===== config.mk =====
export PLATFORM = sky130hd
export DESIGN_NAME = ir_transmitter_sm_flat
export DESIGN_NICKNAME = d
export VERILOG_FILES = /design/src/rtl/ir_transmitter_sm_if.sv /design/src/rtl/ir_transmitter_sm.sv /design/src/flat_wrapper.sv
export SDC_FILE = /design/constraint.sdc
export NUM_CORES = 1
export LEC_CHECK = 0
export BUFFER_PORTS_ARGS = -buffer_cell sky130_fd_sc_hd__buf_4
export CAP_MARGIN = 10
export CELL_PAD_IN_SITES_DETAIL_PLACEMENT = 1
export CELL_PAD_IN_SITES_GLOBAL_PLACEMENT = 2
export CORE_ASPECT_RATIO = 1.5
export CORE_MARGIN = 2
export CORE_UTILIZATION = 36
export CTS_CLUSTER_DIAMETER = 120
export DETAILED_ROUTE_END_ITERATION = 16
export PLACE_DENSITY = 0.78
export SLEW_MARGIN = 20
export SYNTH_ARGS = -nofsm -noshare
export SYNTH_HDL_FRONTEND = slang
export SYNTH_SLANG_ARGS = --single-unit

===== constraint.sdc =====
create_clock -name CLK -period 3.42 [get_ports CLK]
set_input_delay 0 -clock CLK [delete_from_list [all_inputs] [get_ports CLK]]
set_output_delay 0 -clock CLK [all_outputs]
set_load 0.05 [all_outputs]

===== src/rtl/ir_transmitter_sm_if.sv =====
// Command/handshake bundle between the IR bus register block and the IR transmitter.
interface ir_transmitter_sm_if;
  logic [3:0] COMMAND;
  logic       SEND_PACKET;
  logic       IR_LED;
  logic       BUSY;

  modport master (output COMMAND, output SEND_PACKET, input IR_LED, input BUSY);
  modport slave  (input COMMAND, input SEND_PACKET, output IR_LED, output BUSY);
endinterface


===== src/rtl/ir_transmitter_sm.sv =====
// IR packet transmitter: START/CARSEL header then one burst per command bit on a modulated carrier.
// Build option: define IR_SEND_TIMER_EN to start packets from an internal SEND_PERIOD timer instead of SEND_PACKET.
module ir_transmitter_sm #(
  parameter int unsigned CLK_FREQ       = 100_000_000,
  parameter int unsigned CARRIER_HZ     = 36_000,
  parameter int unsigned START_BURST    = 88,
  parameter int unsigned CARSEL_BURST   = 22,
  parameter int unsigned GAP            = 40,
  parameter int unsigned ASSERT_BURST   = 44,
  parameter int unsigned DEASSERT_BURST = 22,
  parameter int unsigned SEND_PERIOD    = 10_000_000
) (
  input logic              CLK,
  input logic              RESET,
  ir_transmitter_sm_if.slave bus
);

  function automatic int unsigned umax(input int unsigned a, input int unsigned b);
    return (a > b) ? a : b;
  endfunction

  localparam int unsigned HALF    = CLK_FREQ / (2 * CARRIER_HZ);
  localparam int unsigned HALF_W  = (HALF > 1) ? $clog2(HALF) : 1;
  localparam int unsigned MAX_LEN = umax(umax(umax(START_BURST, CARSEL_BURST), umax(GAP, ASSERT_BURST)),
                                         DEASSERT_BURST);
  localparam int unsigned LEN_W   = $clog2(MAX_LEN + 1);

  // Reject configurations that would give a zero-length carrier or segment
  if (HALF == 0 || START_BURST == 0 || CARSEL_BURST == 0 || GAP == 0 ||
      ASSERT_BURST == 0 || DEASSERT_BURST == 0 || SEND_PERIOD == 0) begin : g_param_check
    $error("ir_transmitter_sm: HALF, segment lengths and SEND_PERIOD must all be >= 1");
  end

  // Burst states are odd, gaps and IDLE are even
  localparam logic [3:0] IDLE   = 4'd0;
  localparam logic [3:0] START  = 4'd1;
  localparam logic [3:0] G0     = 4'd2;
  localparam logic [3:0] CARSEL = 4'd3;
  localparam logic [3:0] G1     = 4'd4;
  localparam logic [3:0] RIGHT  = 4'd5;
  localparam logic [3:0] G2     = 4'd6;
  localparam logic [3:0] LEFT   = 4'd7;
  localparam logic [3:0] G3     = 4'd8;
  localparam logic [3:0] BACK   = 4'd9;
  localparam logic [3:0] G4     = 4'd10;
  localparam logic [3:0] FWD    = 4'd11;
  localparam logic [3:0] G5     = 4'd12;

  logic [3:0]        state_q, state_d;
  logic [HALF_W-1:0] half_q, half_d;
  logic              phase_q, phase_d;
  logic [LEN_W-1:0]  per_q, per_d;
  logic [3:0]        cmd_q, cmd_d;
  logic [LEN_W-1:0]  seg_len;
  logic              trigger;

`ifdef IR_SEND_TIMER_EN
  localparam int unsigned TMR_W = $clog2(SEND_PERIOD + 1);
  logic [TMR_W-1:0] tmr_q;

  // Free-running period timer; SEND_PACKET is not used in this build
  always_ff @(posedge CLK) begin
    if (RESET)                                 tmr_q <= '0;
    else if (tmr_q == TMR_W'(SEND_PERIOD - 1)) tmr_q <= '0;
    else                                       tmr_q <= tmr_q + TMR_W'(1);
  end

  assign trigger = (tmr_q == TMR_W'(SEND_PERIOD - 1));
`else
  assign trigger = bus.SEND_PACKET;
`endif

  always_ff @(posedge CLK) begin
    if (RESET) begin
      state_q    <= IDLE;
      half_q     <= '0;
      phase_q    <= 1'b0;
      per_q      <= '0;
      cmd_q      <= '0;
      bus.IR_LED <= 1'b0;
      bus.BUSY   <= 1'b0;
    end else begin
      state_q    <= state_d;
      half_q     <= half_d;
      phase_q    <= phase_d;
      per_q      <= per_d;
      cmd_q      <= cmd_d;
      bus.IR_LED <= state_d[0] & ~phase_d;
      bus.BUSY   <= (state_d != IDLE);
    end
  end

  always_comb begin
    state_d = state_q;
    half_d  = half_q;
    phase_d = phase_q;
    per_d   = per_q;
    cmd_d   = cmd_q;
    seg_len = LEN_W'(GAP);

    case (state_q)
      START:   seg_len = LEN_W'(START_BURST);
      CARSEL:  seg_len = LEN_W'(CARSEL_BURST);
      RIGHT:   seg_len = cmd_q[0] ? LEN_W'(ASSERT_BURST) : LEN_W'(DEASSERT_BURST);
      LEFT:    seg_len = cmd_q[1] ? LEN_W'(ASSERT_BURST) : LEN_W'(DEASSERT_BURST);
      BACK:    seg_len = cmd_q[2] ? LEN_W'(ASSERT_BURST) : LEN_W'(DEASSERT_BURST);
      FWD:     seg_len = cmd_q[3] ? LEN_W'(ASSERT_BURST) : LEN_W'(DEASSERT_BURST);
      default: seg_len = LEN_W'(GAP);
    endcase

    if (state_q == IDLE) begin
      if (trigger) begin
        state_d = START;
        cmd_d   = bus.COMMAND;
      end
    end else if (half_q == HALF_W'(HALF - 1)) begin
      // Half-period boundary; a full carrier period ends when the low half completes
      half_d  = '0;
      phase_d = ~phase_q;
      if (phase_q) begin
        if (per_q == seg_len - LEN_W'(1)) begin
          per_d   = '0;
          state_d = (state_q == G5) ? IDLE : state_q + 4'd1;
        end else begin
          per_d = per_q + LEN_W'(1);
        end
      end
    end else begin
      half_d = half_q + HALF_W'(1);
    end
  end

endmodule


===== src/flat_wrapper.sv =====
// flat-port wrapper written by rule: the top's interface ports become plain ports
module ir_transmitter_sm_flat 
#(
  parameter int unsigned CLK_FREQ       = 100_000_000,
  parameter int unsigned CARRIER_HZ     = 36_000,
  parameter int unsigned START_BURST    = 88,
  parameter int unsigned CARSEL_BURST   = 22,
  parameter int unsigned GAP            = 40,
  parameter int unsigned ASSERT_BURST   = 44,
  parameter int unsigned DEASSERT_BURST = 22,
  parameter int unsigned SEND_PERIOD    = 10_000_000
)
  (CLK, RESET, bus_COMMAND, bus_SEND_PACKET, bus_IR_LED, bus_BUSY);
  ir_transmitter_sm_if bus_i ();
  input logic CLK;
  input logic RESET;
  input wire logic [$bits(bus_i.COMMAND)-1:0] bus_COMMAND;
  input wire logic [$bits(bus_i.SEND_PACKET)-1:0] bus_SEND_PACKET;
  output wire logic [$bits(bus_i.IR_LED)-1:0] bus_IR_LED;
  output wire logic [$bits(bus_i.BUSY)-1:0] bus_BUSY;
  assign bus_i.COMMAND = bus_COMMAND;
  assign bus_i.SEND_PACKET = bus_SEND_PACKET;
  assign bus_IR_LED = bus_i.IR_LED;
  assign bus_BUSY = bus_i.BUSY;
  ir_transmitter_sm #(.CLK_FREQ(CLK_FREQ), .CARRIER_HZ(CARRIER_HZ), .START_BURST(START_BURST), .CARSEL_BURST(CARSEL_BURST), .GAP(GAP), .ASSERT_BURST(ASSERT_BURST), .DEASSERT_BURST(DEASSERT_BURST), .SEND_PERIOD(SEND_PERIOD)) u_core (.CLK(CLK), .RESET(RESET), .bus(bus_i));
endmodule

## Yosys cells after proc, flatten, opt, wreduce, memory -nomap -nowiden

Cells that the tools add are included.

| cells by class | value |
|---|---|
| add/subtract/negate cells | 4 |
| equality and inequality tests | 9 |
| mux-type cells | 15 |
| bitwise gates (word level) | 4 |
| reductions and logical operators | 4 |

Operator list:

| operator | number |
|---|---|
| one-hot mux 7 bit (6 select lines) | 1 |
| 2-to-1 mux 4 bit | 6 |
| 2-to-1 mux 6 bit | 4 |
| == test 4 bit (second input constant) | 3 |
| adder 11 x 1 -> 11 bit (second input constant) | 1 |
| == test 11 bit (second input constant) | 1 |
| 2-to-1 mux 11 bit | 1 |
| == test 4 x 3 -> 1 bit (second input constant) | 2 |
| adder 7 x 1 -> 7 bit (second input constant) | 1 |
| == test 7 bit | 1 |
| 2-to-1 mux 7 bit | 1 |
| subtractor 7 x 1 -> 7 bit (second input constant) | 1 |
| adder 4 x 1 -> 4 bit (second input constant) | 1 |
| == test 4 x 1 -> 1 bit (second input constant) | 1 |
| == test 4 x 2 -> 1 bit (second input constant) | 1 |
| zero test 4 bit | 1 |
| nonzero test 4 bit | 1 |
| inverter 1 bit | 3 |
| AND reduction 3 bit | 1 |
| 2-to-1 mux 1 bit | 2 |
| AND reduction 2 bit | 1 |
| AND 1 bit | 1 |

| storage, ports and cells | value |
|---|---|
| bits in registers | 29 |
| input bits | 7 |
| output and inout port bits | 2 |
| word-level logic and storage cells | 43 |

## Longest topological paths before layout

Gate-level depths: netlist of the first run.

| depth | value |
|---|---|
| depth in word-level cells | 9 |
| gate-level depth with buffers | 11 |
| mapped depth without buffers | 11 |

## Worst setup path after synthesis of the first run

OpenSTA, ideal clock, no wires.

| path | value |
|---|---|
| path kind | register to register |
| start | register u_core.state_q[3] |
| end | register u_core.bus.BUSY |
| data arrival time | 2.853 ns |
| data required time | 3.339 ns |
| setup slack | 0.486 ns |
| cell stages (with the launch flop) | 12 |
| buffers on the path | 1 |
| period minus slack after synthesis | 2.934 ns |
| cell sequence | dfxtp_1 -> buf_1 -> a21oi_1 -> o21ai_0 -> and2_1 -> ha_1 -> xor2_1 -> nand2_1 -> or2_2 -> a2111oi_2 -> mux2_2 -> a41oi_1 |

| on the way | value |
|---|---|
| cells in the longest elaborated chain, start to end | 9 |

Ends and longest elaborated chain:

| element | line | RTL |
|---|---|---|
| start, declared | ir_transmitter_sm.sv:49 | `logic [3:0] state_q, state_d;` |
| start signal, assigned | ir_transmitter_sm.sv:83 | `state_q <= state_d;` |
| == test 4 bit, or another cell as far along | ir_transmitter_sm.sv:101 | `case (state_q)` |
| one-hot mux 7 bit (6 select lines) | ir_transmitter_sm.sv:101 |  |
| subtractor 7 x 1 -> 7 bit | ir_transmitter_sm.sv:121 | `if (per_q == seg_len - LEN_W'(1)) begin` |
| == test 7 bit | ir_transmitter_sm.sv:121 |  |
| 2-to-1 mux 4 bit | ir_transmitter_sm.sv:121 |  |
| 2-to-1 mux 4 bit | ir_transmitter_sm.sv:120 | `if (phase_q) begin` |
| 2-to-1 mux 4 bit | ir_transmitter_sm.sv:116 | `end else if (half_q == HALF_W'(HALF - 1)) begin` |
| 2-to-1 mux 4 bit * | ir_transmitter_sm.sv:111 | `if (state_q == IDLE) begin` |
| nonzero test 4 bit * | ir_transmitter_sm.sv:89 | `bus.BUSY <= (state_d != IDLE);` |
| end signal, assigned | ir_transmitter_sm.sv:89 |  |
| end, declared | ir_transmitter_sm_if.sv:9 | `modport slave (input COMMAND, input SEND_PACKET, output IR_LED, output BUSY);` |

Every way passes the cells marked *; elsewhere a longest branch is shown, timed or not.
A chain may end at the register's enable or synchronous reset.

## Worst setup path in the final report of the first run

| path | value |
|---|---|
| start | register u_core.state_q[1] |
| end | register u_core.bus.BUSY |

The elaborated chain is that of the path after synthesis.

==> results of run 1 <==
==> per-layer routing <==
metal,global-route usage (%),up-vias,routed length [um]
met5,0,-,0
met4,6.34,0,62
met3,3.66,6,65
met2,35.4,6,2320
met1,18.5,693,1500
li1,-,711,-
==> synthesized netlist by cell type, drive strengths merged (3+ instances only) <==
| master | n | share of area [%] |
|---|---|---|
| nand3 | 5 | 1.6 |
| a2111oi | 3 | 2.1 |
| nand2 | 22 | 5.3 |
| clkbuf | 7 | 1.7 |
| xnor2 | 6 | 3.3 |
| nand4 | 9 | 3.6 |
| a21oi | 12 | 4.1 |
| nor3 | 4 | 1.6 |
| nor2 | 28 | 6.7 |
| inv | 4 | 0.95 |
| dfxtp | 29 | 37 |
| o21ai | 7 | 2.2 |
| xor2 | 12 | 6.7 |
| ha | 6 | 4.8 |
| nor3b | 5 | 2.4 |
| a211o | 3 | 1.7 |
| or2 | 3 | 1.2 |
==> logic make-up after synthesis <==
logic type	after synthesis
multiplexers	2
buffers and inverters	12
AO/OA/AOI/OAI	34
XOR/XNOR	18
AND/OR/NAND/NOR	91
adder cells (fa/ha/maj)	6
flip-flops	29
==> flip-flops by register name (all words and copies together) (netlist names) <==
signal,cells
u_core.per_q,7
u_core.half_q,11
u_core.phase_q,1
u_core.bus.IR_LED,1
u_core.state_q,4
u_core.cmd_q,4
u_core.bus.BUSY,1
==> cells in the final DEF, fill, tap and decap left out, types with 2 or more instances in the layout <==
master                          count
sky130_fd_sc_hd__buf_4             12
sky130_fd_sc_hd__a2bb2oi_1          2
sky130_fd_sc_hd__inv_1              4
sky130_fd_sc_hd__or3_1              2
sky130_fd_sc_hd__clkbuf_8           5
sky130_fd_sc_hd__ha_1               6
sky130_fd_sc_hd__nand4_1            9
sky130_fd_sc_hd__or2_2              2
sky130_fd_sc_hd__nor3_1             3
sky130_fd_sc_hd__a21oi_1           11
sky130_fd_sc_hd__a211o_1            3
sky130_fd_sc_hd__dfxtp_2            2
sky130_fd_sc_hd__nand2b_1           2
sky130_fd_sc_hd__nand3_1            5
sky130_fd_sc_hd__nor3b_1            5
sky130_fd_sc_hd__dfxtp_1           27
sky130_fd_sc_hd__nor4_1             2
sky130_fd_sc_hd__or4_1              2
sky130_fd_sc_hd__xnor2_1            6
sky130_fd_sc_hd__nand2_1           22
sky130_fd_sc_hd__o21ai_0            7
sky130_fd_sc_hd__dlygate4sd3_1      4
sky130_fd_sc_hd__a221oi_1           2
sky130_fd_sc_hd__a2111oi_0          2
sky130_fd_sc_hd__nor2_1            28
sky130_fd_sc_hd__xor2_1            12
==> path summary, 6_finish.rpt <==
| kind | endpoint | slack, ps | cells past startpoint |
|---|---|---|---|
| worst max-delay path | u_core.bus.BUSY$_SDFF_PP0_ | 310 | 11 |
| worst min register to register | u_core.cmd_q[2]$_SDFFE_PP0P_ | 500 | 2 |
| worst min-delay path | u_core.cmd_q[2]$_SDFFE_PP0P_ | 5 | 2 |
| worst max register to register | u_core.bus.BUSY$_SDFF_PP0_ | 310 | 11 |
==> report_power, final <==
part	switching, mW	total (mW)	internal (mW)	leakage [nW]
combinational	0.0380	0.0657	0.0278	0.363
sequential	0.00652	0.352	0.346	0.236
clock	0.146	0.364	0.218	0.0543
total	0.190	0.781	0.591	0.653
==> worst register-to-register path, cell delays in order (launching register included) <==
cell	delay, ps
sky130_fd_sc_hd__dfxtp_1	330
sky130_fd_sc_hd__inv_1	110
sky130_fd_sc_hd__ha_1	280
sky130_fd_sc_hd__o21ai_0	200
sky130_fd_sc_hd__and2_1	190
sky130_fd_sc_hd__ha_1	290
sky130_fd_sc_hd__xor2_1	140
sky130_fd_sc_hd__nand2_1	80
sky130_fd_sc_hd__or2_2	330
sky130_fd_sc_hd__a2111oi_4	430
sky130_fd_sc_hd__mux2_2	410
sky130_fd_sc_hd__a41oi_1	230
==> repair_timing <==
item                                   CTS  global route
setup endpoints to repair                0             3
hold buffers                             4             0
buffers inserted                         0             0
endpoints found under the hold margin    4             0
resized for setup                        0             3
==> area by class of cell <==
class                   instances  area share, %
multi-input cells             151           51.6
flip-flops and latches         29           31.3
repair buffers                 16           6.99
clock buffers                   5           3.70
well taps                      46           3.09
clock inverters                 3           2.49
inverters                       4          0.807
==> metrics by stage <==
step	util [%]	hold WS (ps)	worst slack (ps)
after floorplan	-	136	486
after global placement	40.2	249	292
after detailed placement	40.2	268	100
after CTS	43.8	8.14	62.8
after global routing	44.2	22.3	44.7
final	44.2	5.08	308
==> PnR_summary.wiki, run 1 <==
{| class="wikitable"
! Metric !! Value
|-
| Violation count after the first detailed-route iteration || 73
|-
| Fraction of layout instances using a drive strength above 1 || 14.4%
|-
| CTS tree || yes
|-
| Compound-cell area share of the yosys netlist || 14.9%
|-
| Count of inserted antenna diode cells || 0
|-
| Delay of the slowest cell on the worst path || 430 ps
|-
| Net count of the mapped netlist || 205
|-
| Number of input and output port buffers inserted || 8
|-
| Share of synthesized area spent on multiplexers || 1.35%
|-
| Worst endpoint data arrival time || 3320 ps
|-
| Floorplan row count || 29
|-
| Final Instance Count excl. Fillers || 254
|-
| Share of synthesized cell area in and, or, nand and nor gates || 29.2%
|-
| Crit. End Element || flop
|-
| Maximum number of pins on one net before global-route repair || 18
|-
| Element type at the critical path start || flop
|-
| Grt ovf || 0
|-
| Number of buffers added by the clock tree synthesis step || 5
|-
| Buffer and inverter count on the worst path || 1
|-
| Initial antenna violation count || 0
|-
| RSZ-0062 raised after global routing || false
|-
| Number of flops mapped to enable cells by yosys || 0
|-
| Slew Limit Fails || 0
|-
| Required arrival time at the worst endpoint || 3630 ps
|-
| Combined global-route utilization of all metal layers || 18.3%
|-
| Cells after Synth || 192
|-
| Hold WC Path Type || in2reg
|-
| Number of search-and-repair iterations in the first detailed-routing pass || 4
|-
| Minimum period implied by the final worst setup slack || 3110 ps
|-
| Total of flip-flops plus latches after synthesis || 29
|-
| Combined area of the multi-input logic cells || 960 um^2
|-
| Top achievable clock speed || 321 MHz
|-
| Critical Path Fanout Max || 7
|-
| Num Clock Sinks || 29
|-
| Max-slew headroom at the worst pin || 61.5%
|-
| Number of maximum-capacitance violations || 0
|-
| Post-synthesis async set-or-reset flop share || 0%
|-
| Top-Level Pins || 9
|-
| Synthesis Warnings || 0
|-
| H-Tree Level Count || 2
|-
| Overall power of the completed layout || 0.781 mW
|-
| Number of vias per cell || 5.57
|-
| Post-layout nets || 220
|-
| Total negative slack || 0 ps
|-
| Most common cell on crit path || sky130_fd_sc_hd__ha_1
|-
| CP top delay family || compound AO/OA/AOI/OAI gates
|-
| Sequential cell area || 583 um^2
|-
| Hold Vio Cnt, Final || 0
|-
| Number of nets with antenna violations after detailed routing || 0
|-
| Leakage dissipation || 0.653 nW
|-
| Fraction of the mapped netlist area in adder cells || 4.77%
|-
| Start-to-end type of the worst setup path || reg2reg
|-
| Initial core utilization || 37.4%
|-
| Measured slew at the worst slew-check pin || 563 ps
|-
| Final weighted congestion in routability-driven placement || 0.829
|-
| Placed Area || 1690 um^2
|-
| Final setup violation count || 0
|-
| P&R area growth vs syn || 18.3%
|-
| Launch instance of the worst min-delay path || RESET
|-
| Clock network latency to the later pin of the worst-skew pair || 290 ps
|-
| DRC violation count after routing || 0
|-
| Final clock skew || 7.40 ps
|-
| Total length of routed wires || 3940 um
|-
| Wire length of the first global-routing pass || 6930 um
|-
| Design area || 1860 um^2
|-
| Buffer depth of the longest clock path || 2
|-
| Flip-flop cell with the highest count after synthesis || sky130_fd_sc_hd__dfxtp_1
|-
| Crit-path cells || inv_1 -> ha_1 -> o21ai_0 -> and2_1 -> ha_1 -> xor2_1 -> nand2_1 -> or2_2 -> a2111oi_4 -> mux2_2 -> a41oi_1
|-
| Total via count after detailed routing || 1416
|-
| Outcome || completed
|-
| CORE AREA || 4210 um^2
|-
| Power density cells || 420 nW/um^2
|-
| Setup crit start || u_core.state_q[1]$_SDFF_PP0_
|-
| Die X || 58.0 um
|-
| Post-route clock period utilization || 91.0%
|-
| Xor/xnor share of the synthesized area || 10.0%
|-
| Number of distinct library cells after synthesis || 42
|-
| Avg Cell Area, Syn || 8.19 um^2
|-
| Half-perimeter wire length of the detailed placement result || 3100 um
|-
| Clock transition at path regs || 70 ps
|-
| Post-synth design cell area || 1570 um^2
|-
| Via count of the first global-routing pass || 1510
|-
| Floorplan die area || 4920 um^2
|-
| Height of the chip || 85.0 um
|-
| Peak ir drop on the vdd network || 231 uV
|-
| Seq/Total Area, Yosys || 36.9%
|-
| Clk root buf || sky130_fd_sc_hd__clkbuf_8
|-
| Largest family of logic cells by synthesized area || simple AND/OR/NAND/NOR gates
|-
| Number of fill cells in the layout || 510
|-
| Number of cells after detailed placement || 242
|-
| CP max-delay cell || sky130_fd_sc_hd__a2111oi_4
|-
| Worst R2R Start || u_core.state_q[1]$_SDFF_PP0_
|-
| Average wire length per cell after detail routing || 15.5 um
|}
(Power assumes the default switching activity.)
==> inputs of run 2 (changes only) <==
- CORE_UTILIZATION: 36 -> 30
- PLACE_DENSITY: 0.78 -> 0.67
==> PnR_summary.wiki, run 2 (synthesized netlist as in run 1, its figures left out) <==
{| class="wikitable"
! Metric !! Value
|-
| Worst endpoint data arrival time || 3230 ps
|-
| Number of buffers added by the clock tree synthesis step || 5
|-
| Maximum number of pins on one net before global-route repair || 18
|-
| Floorplan die area || 5850 um^2
|-
| Buffer depth of the longest clock path || 2
|-
| Start-to-end type of the worst setup path || reg2reg
|-
| Largest register by flop count || u_core.half_q
|-
| Initial core utilization || 30.9%
|-
| Logic depth of the worst register-to-register path || 11
|-
| Die X || 63.1 um
|-
| Number of fill cells in the layout || 623
|-
| Post-CTS Setup Bufs || 0
|-
| Most common library cell in the layout ignoring fill and taps || sky130_fd_sc_hd__nor2_1
|-
| Grt ovf || 0
|-
| Crit-path cells || inv_1 -> ha_1 -> o21ai_0 -> and2_1 -> ha_1 -> xor2_1 -> nand2_1 -> or2_2 -> a2111oi_4 -> mux2_2 -> a41oi_1
|-
| Fin worst setup slack || 397 ps
|-
| Wire length of the first global-routing pass || 6780 um
|-
| Register-to-register path setup slack || 400 ps
|-
| Clock network latency to the later pin of the worst-skew pair || 280 ps
|-
| Critical Path Fanout Max || 7
|-
| Height of the chip || 92.7 um
|-
| Launch instance of the worst min-delay path || RESET
|-
| Hold Worst Slack || 10.1 ps
|-
| Worst R2R Start || u_core.state_q[1]$_SDFF_PP0_
|-
| Combined area of the multi-input logic cells || 960 um^2
|-
| Number of nets with antenna violations after detailed routing || 0
|-
| H-Tree Level Count || 2
|-
| Count of inserted antenna diode cells || 0
|-
| CTS tree || yes
|-
| Delay of the slowest cell on the worst path || 430 ps
|-
| Largest register FFs || 11
|-
| Most common cell on crit path || sky130_fd_sc_hd__ha_1
|-
| Capture instance of the worst register-to-register path || u_core.bus.BUSY$_SDFF_PP0_
|-
| Sequential cell area || 583 um^2
|-
| Required arrival time at the worst endpoint || 3620 ps
|-
| Post-route clock period utilization || 88.4%
|-
| CORE AREA || 5080 um^2
|-
| Violation count after the first detailed-route iteration || 34
|-
| Largest regs || u_core.half_q: 11 flops, u_core.per_q: 7 flops
|-
| Number of maximum-capacitance violations || 0
|-
| Measured slew at the worst slew-check pin || 564 ps
|-
| Hold WC Path Type || in2reg
|-
| Number of vias per cell || 5.12
|-
| Via count of the first global-routing pass || 1523
|-
| Num Clock Sinks || 29
|-
| Clock transition at path regs || 70 ps
|-
| Element type at the critical path start || flop
|-
| Number of input and output port buffers inserted || 8
|-
| Destination of the worst hold path || u_core.state_q[3]$_SDFF_PP0_
|-
| Half-perimeter wire length of the detailed placement result || 3040 um
|-
| Commonest cells after routing, fill and taps aside || 28 x sky130_fd_sc_hd__nor2_1, 27 x sky130_fd_sc_hd__dfxtp_1, 22 x sky130_fd_sc_hd__nand2_1
|-
| Share of the core filled with cells || 37.2%
|-
| P&R area growth vs syn || 20.4%
|-
| Average wire length per cell after detail routing || 13.8 um
|-
| Combined global-route utilization of all metal layers || 14.7%
|-
| Final weighted congestion in routability-driven placement || 0.718
|-
| Top achievable clock speed || 331 MHz
|-
| Fraction of layout instances using a drive strength above 1 || 14.4%
|-
| Final setup violation count || 0
|-
| Max-slew headroom at the worst pin || 62.3%
|-
| CP max-delay cell || sky130_fd_sc_hd__a2111oi_4
|-
| DRC violation count after routing || 0
|-
| Final clock skew || 6.58 ps
|-
| Total length of routed wires || 3810 um
|-
| Hold Vio Cnt, Final || 0
|-
| Initial antenna violation count || 0
|-
| Minimum period implied by the final worst setup slack || 3020 ps
|-
| Number of search-and-repair iterations in the first detailed-routing pass || 3
|-
| Leakage dissipation || 0.656 nW
|-
| Post-layout nets || 220
|-
| Hold Path Cell Cnt || 2
|-
| Total negative slack || 0 ps
|-
| Crit. End Element || flop
|-
| Total via count after detailed routing || 1413
|-
| Setup slack after placement || 146 ps
|-
| Outcome || completed
|-
| RSZ-0062 raised after global routing || false
|-
| Top-Level Pins || 9
|-
| Power density cells || 419 nW/um^2
|-
| Slew Limit Fails || 0
|-
| Clk root buf || sky130_fd_sc_hd__clkbuf_8
|-
| Peak ir drop on the vdd network || 152 uV
|-
| Floorplan row count || 32
|}
run 2: changes by cell type in the layout (fill, tap and decap cells not counted), sizes merged:
cell,delta
clkbuf,+1
clkinv,-1
run 2: repair_timing:
item | 4_1_cts | 5_1_grt
setup endpoints to repair | 0 | 3
endpoints found under the hold margin | 4 | 0
hold buffers | 4 | 0
gates resized for setup | 0 | 3
run 2: worst max path at each step:
stage,from,to,slack (ps),cells after the start
2_1_floorplan,u_core.state_q[3]$_SDFF_PP0_,u_core.bus.BUSY$_SDFF_PP0_,490,11
3_3_place_gp,u_core.state_q[2]$_SDFF_PP0_,u_core.bus.BUSY$_SDFF_PP0_,270,10
3_5_place_dp,u_core.state_q[2]$_SDFF_PP0_,u_core.bus.BUSY$_SDFF_PP0_,150,10
4_1_cts,u_core.state_q[2]$_SDFF_PP0_,u_core.bus.BUSY$_SDFF_PP0_,130,10
5_1_grt,u_core.state_q[1]$_SDFF_PP0_,u_core.bus.BUSY$_SDFF_PP0_,110,11
6_report,u_core.state_q[1]$_SDFF_PP0_,u_core.bus.BUSY$_SDFF_PP0_,400,11
run 2: area by class of cell:
type                            instances  share of cell area, %
Timing Repair Buffer                   16                   6.87
Inverter                                4                  0.793
Multi-Input combinational cell        151                   50.7
Clock inverter                          2                   1.98
Sequential cell                        29                   30.8
Tap cell                               68                   4.49
Clock buffer                            6                   4.36
run 2: metrics by stage:
step	instance area [um^2]	std cells	total power, mW
after floorplan	1570	192	0.400
after global placement	1720	264	0.421
after detailed placement	1720	264	0.423
after CTS	1880	276	0.801
after global routing	1890	276	0.827
final	1890	276	0.794
run 2: layer usage:
metal | vias up | wire (um) | global-route usage, % | part of all wire (%)
met5 | - | 0 | 0 | 0
met4 | 0 | 63 | 5.00 | 1.7
met3 | 6 | 55 | 2.55 | 1.4
met2 | 6 | 2220 | 30.9 | 58
met1 | 694 | 1460 | 13.6 | 38
li1 | 707 | - | - | -
run 2: power by group:
group          internal [mW]  switching [mW]  total (mW)
registers              0.346         0.00627       0.352
logic                 0.0278          0.0387      0.0665
clock network          0.237           0.139       0.376
run 2: critical path, delay by kind of cell, from the launching register on:
kind                       cells  cell delay (ps)
AOI/OAI and AO/OA              3              820
xor gates and xnor gates       1              130
adders and majority gates      2              580
buffers and inverters          1              110
DFF                            1              330
muxes                          1              410
and+or+nand+nor                3              570
==> inputs of run 3 (changes only) <==
- ABC_AREA: unset -> 1
- PLACE_DENSITY: 0.67 -> 0.69
==> PnR_summary.wiki, run 3 <==
{| class="wikitable"
! Metric !! Value
|-
| Outcome || completed
|-
| Leakage dissipation || 0.864 nW
|-
| Number of maximum-capacitance violations || 0
|-
| Worst endpoint data arrival time || 3220 ps
|-
| Synthesis Warnings || 0
|-
| CP max-delay cell || sky130_fd_sc_hd__ha_1
|-
| P&R area growth vs syn || 12.2%
|-
| Floorplan die area || 6580 um^2
|-
| Wire length of the first global-routing pass || 7960 um
|-
| Share of synthesized cell area in and, or, nand and nor gates || 39.6%
|-
| Net count of the mapped netlist || 263
|-
| Die X || 66.9 um
|-
| Final clock skew || 3.20 ps
|-
| Max-slew headroom at the worst pin || 49.6%
|-
| Total negative slack || 0 ps
|-
| Top-Level Pins || 9
|-
| Share of the core filled with cells || 34.5%
|-
| Fraction of the mapped netlist area in adder cells || 4.22%
|-
| Number of flops mapped to enable cells by yosys || 0
|-
| Hold WC Path Type || in2reg
|-
| Buffer depth of the longest clock path || 2
|-
| Commonest cells after routing, fill and taps aside || 39 x sky130_fd_sc_hd__inv_1, 35 x sky130_fd_sc_hd__nand2_1, 33 x sky130_fd_sc_hd__nor2_1
|-
| Count of inserted antenna diode cells || 0
|-
| Initial antenna violation count || 0
|-
| Violation count after the first detailed-route iteration || 78
|-
| Height of the chip || 98.3 um
|-
| Overall power of the completed layout || 0.755 mW
|-
| Total via count after detailed routing || 1614
|-
| Critical Path Fanout Max || 10
|-
| Floorplan row count || 34
|-
| Clock transition at path regs || 60 ps
|-
| Number of search-and-repair iterations in the first detailed-routing pass || 3
|-
| Post-synthesis cell type with the largest combined area || sky130_fd_sc_hd__dfxtp_1
|-
| Post-route clock period utilization || 88.9%
|-
| DRC violation count after routing || 0
|-
| Clock network latency to the later pin of the worst-skew pair || 280 ps
|-
| CTS tree || yes
|-
| Xor/xnor share of the synthesized area || 5.98%
|-
| Slew Limit Fails || 0
|-
| Number of buffers added by the clock tree synthesis step || 5
|-
| Average wire length per cell after detail routing || 13.2 um
|-
| Minimum period implied by the final worst setup slack || 3040 ps
|-
| Share of synthesized area spent on multiplexers || 0%
|-
| Num Clock Sinks || 29
|-
| Total length of routed wires || 4380 um
|-
| Peak ir drop on the vdd network || 227 uV
|-
| Required arrival time at the worst endpoint || 3590 ps
|-
| Setup slack after placement || 272 ps
|-
| Number of vias per cell || 4.85
|-
| Seq/Total Area, Yosys || 32.6%
|-
| CORE AREA || 5790 um^2
|-
| Combined global-route utilization of all metal layers || 16.0%
|-
| Number of input and output port buffers inserted || 8
|-
| Post-synthesis async set-or-reset flop share || 0%
|-
| Post-CTS Setup Bufs || 0
|-
| H-Tree Level Count || 2
|-
| Cells after Synth || 250
|-
| Fraction of layout instances using a drive strength above 1 || 14.2%
|-
| Crit-path cells || ha_1 -> nand4_2 -> nand2_2 -> nor2_2 -> nand2_1 -> inv_1 -> ha_1 -> nand2_1 -> inv_1 -> or2_0 -> nor3_2 -> inv_1 -> nor2_2 -> nand2_2 -> nor2_4 -> nand3_2 -> nand2_1 -> nand3_2 -> nand2_2 -> nand2_1 -> nor2_1 -> nor2_1
|-
| Power density cells || 378 nW/um^2
|-
| Compound-cell area share of the yosys netlist || 6.61%
|-
| Number of nets with antenna violations after detailed routing || 0
|-
| Most numerous cell types in the synthesized netlist || 39 x sky130_fd_sc_hd__inv_1, 35 x sky130_fd_sc_hd__nand2_1, 33 x sky130_fd_sc_hd__nor2_1, 29 x sky130_fd_sc_hd__dfxtp_1, 20 x sky130_fd_sc_hd__nand3_1
|-
| RSZ-0062 raised after global routing || false
|-
| Via count of the first global-routing pass || 1756
|-
| Element type at the critical path start || flop
|-
| Clk root buf || sky130_fd_sc_hd__clkbuf_8
|-
| Final setup violation count || 0
|-
| Crit. End Element || flop
|-
| Largest register by flop count || u_core.half_q
|-
| Count leader, synth || sky130_fd_sc_hd__inv_1
|-
| Hold Vio Cnt, Final || 0
|-
| Post-layout nets || 274
|-
| Number of distinct library cells after synthesis || 32
|-
| Most common cell on crit path || sky130_fd_sc_hd__nand2_1
|-
| Initial core utilization || 30.8%
|-
| Grt ovf || 0
|-
| Fin worst setup slack || 378 ps
|-
| Most common library cell in the layout ignoring fill and taps || sky130_fd_sc_hd__inv_1
|-
| Leading cell types by total area after synthesis || sky130_fd_sc_hd__dfxtp_1 33%, sky130_fd_sc_hd__inv_1 8.2%, sky130_fd_sc_hd__nand2_1 7.4%, sky130_fd_sc_hd__nor2_1 7.0%, sky130_fd_sc_hd__nand4_1 6.3%
|-
| Top achievable clock speed || 329 MHz
|-
| Avg Cell Area, Syn || 7.12 um^2
|-
| Final weighted congestion in routability-driven placement || 0.780
|-
| Half-perimeter wire length of the detailed placement result || 3580 um
|-
| Start-to-end type of the worst setup path || reg2reg
|-
| Delay of the slowest cell on the worst path || 410 ps
|-
| Measured slew at the worst slew-check pin || 752 ps
|-
| Largest family of logic cells by synthesized area || simple AND/OR/NAND/NOR gates
|-
| Hold Worst Slack || 1.14 ps
|-
| Largest register FFs || 11
|-
| Largest regs || u_core.half_q: 11 flops, u_core.per_q: 7 flops
|-
| Top cell type's share of synthesized area || 32.6%
|-
| Flip-flop cell with the highest count after synthesis || sky130_fd_sc_hd__dfxtp_1
|-
| Total of flip-flops plus latches after synthesis || 29
|-
| Post-synth design cell area || 1780 um^2
|-
| Maximum number of pins on one net before global-route repair || 11
|}
run 3: changes by cell type in the layout (fill, tap and decap cells not counted), moves of 5 or more:
cell,previous run,this run
sky130_fd_sc_hd__nand2_2,0,6
sky130_fd_sc_hd__nor2_1,28,33
sky130_fd_sc_hd__nand4_1,9,18
sky130_fd_sc_hd__nand2_1,22,35
sky130_fd_sc_hd__inv_1,4,39
sky130_fd_sc_hd__nand3_1,5,20
sky130_fd_sc_hd__xor2_1,12,6
run 3: path summary, 6_finish.rpt:
kind,cells past startpoint,start,slack [ps],end
hold reg to reg,2,u_core.cmd_q[2]$_SDFFE_PP0P_,500,u_core.cmd_q[2]$_SDFFE_PP0P_
setup / recovery,22,u_core.state_q[0]$_SDFF_PP0_,380,u_core.bus.BUSY$_SDFF_PP0_
setup reg to reg,22,u_core.state_q[0]$_SDFF_PP0_,380,u_core.bus.BUSY$_SDFF_PP0_
hold / removal,3,bus_COMMAND[3],1,u_core.cmd_q[3]$_SDFFE_PP0P_
run 3: layout make-up:
cell class / instances / area, um^2
Fill cell: 777 / 3790
Clock buffer: 7 / 86.3
Inverter: 42 / 163
Tap cell: 72 / 90.1
Sequential cell: 29 / 581
Timing Repair Buffer: 9 / 70.1
Multi-Input combinational cell: 174 / 1010
run 3: logic make-up after synthesis:
kind of cell | after synthesis
simple gates | 137
buf+inv | 47
flops | 29
compound gates | 21
xor+xnor | 10
fa+ha+maj | 6
run 3: where the power goes:
| part | internal (mW) | switching [mW] |
|---|---|---|
| clock | 0.159 | 0.126 |
| combinational | 0.0390 | 0.0706 |
| sequential | 0.351 | 0.00920 |
run 3: per-stage QoR:
step	cells	instance area (um^2)
floorplan	250	1780
global placement	325	1900
detailed placement	325	1900
CTS	333	1990
global route	333	2000
finish	333	2000
run 3: timing repair:
| action | in CTS | in global routing |
|---|---|---|
| hold buffers | 1 | 0 |
| gates resized for setup | 0 | 1 |
| setup endpoints to repair | 0 | 1 |
| endpoints found under the hold margin | 9 | 0 |
run 3: critical path, delay by kind of cell, from the launching register on:
kind,cells,cell delay [ps]
adders and majority gates,2,710
buffers and inverters,3,150
DFF,1,380
and+or+nand+nor,17,1700
run 3: layer usage:
layer  global-route usage (%)  wire length [um]
met5                        0                 0
met4                     7.54               127
met3                     3.11                72
met2                     29.7              2450
met1                     16.5              1740
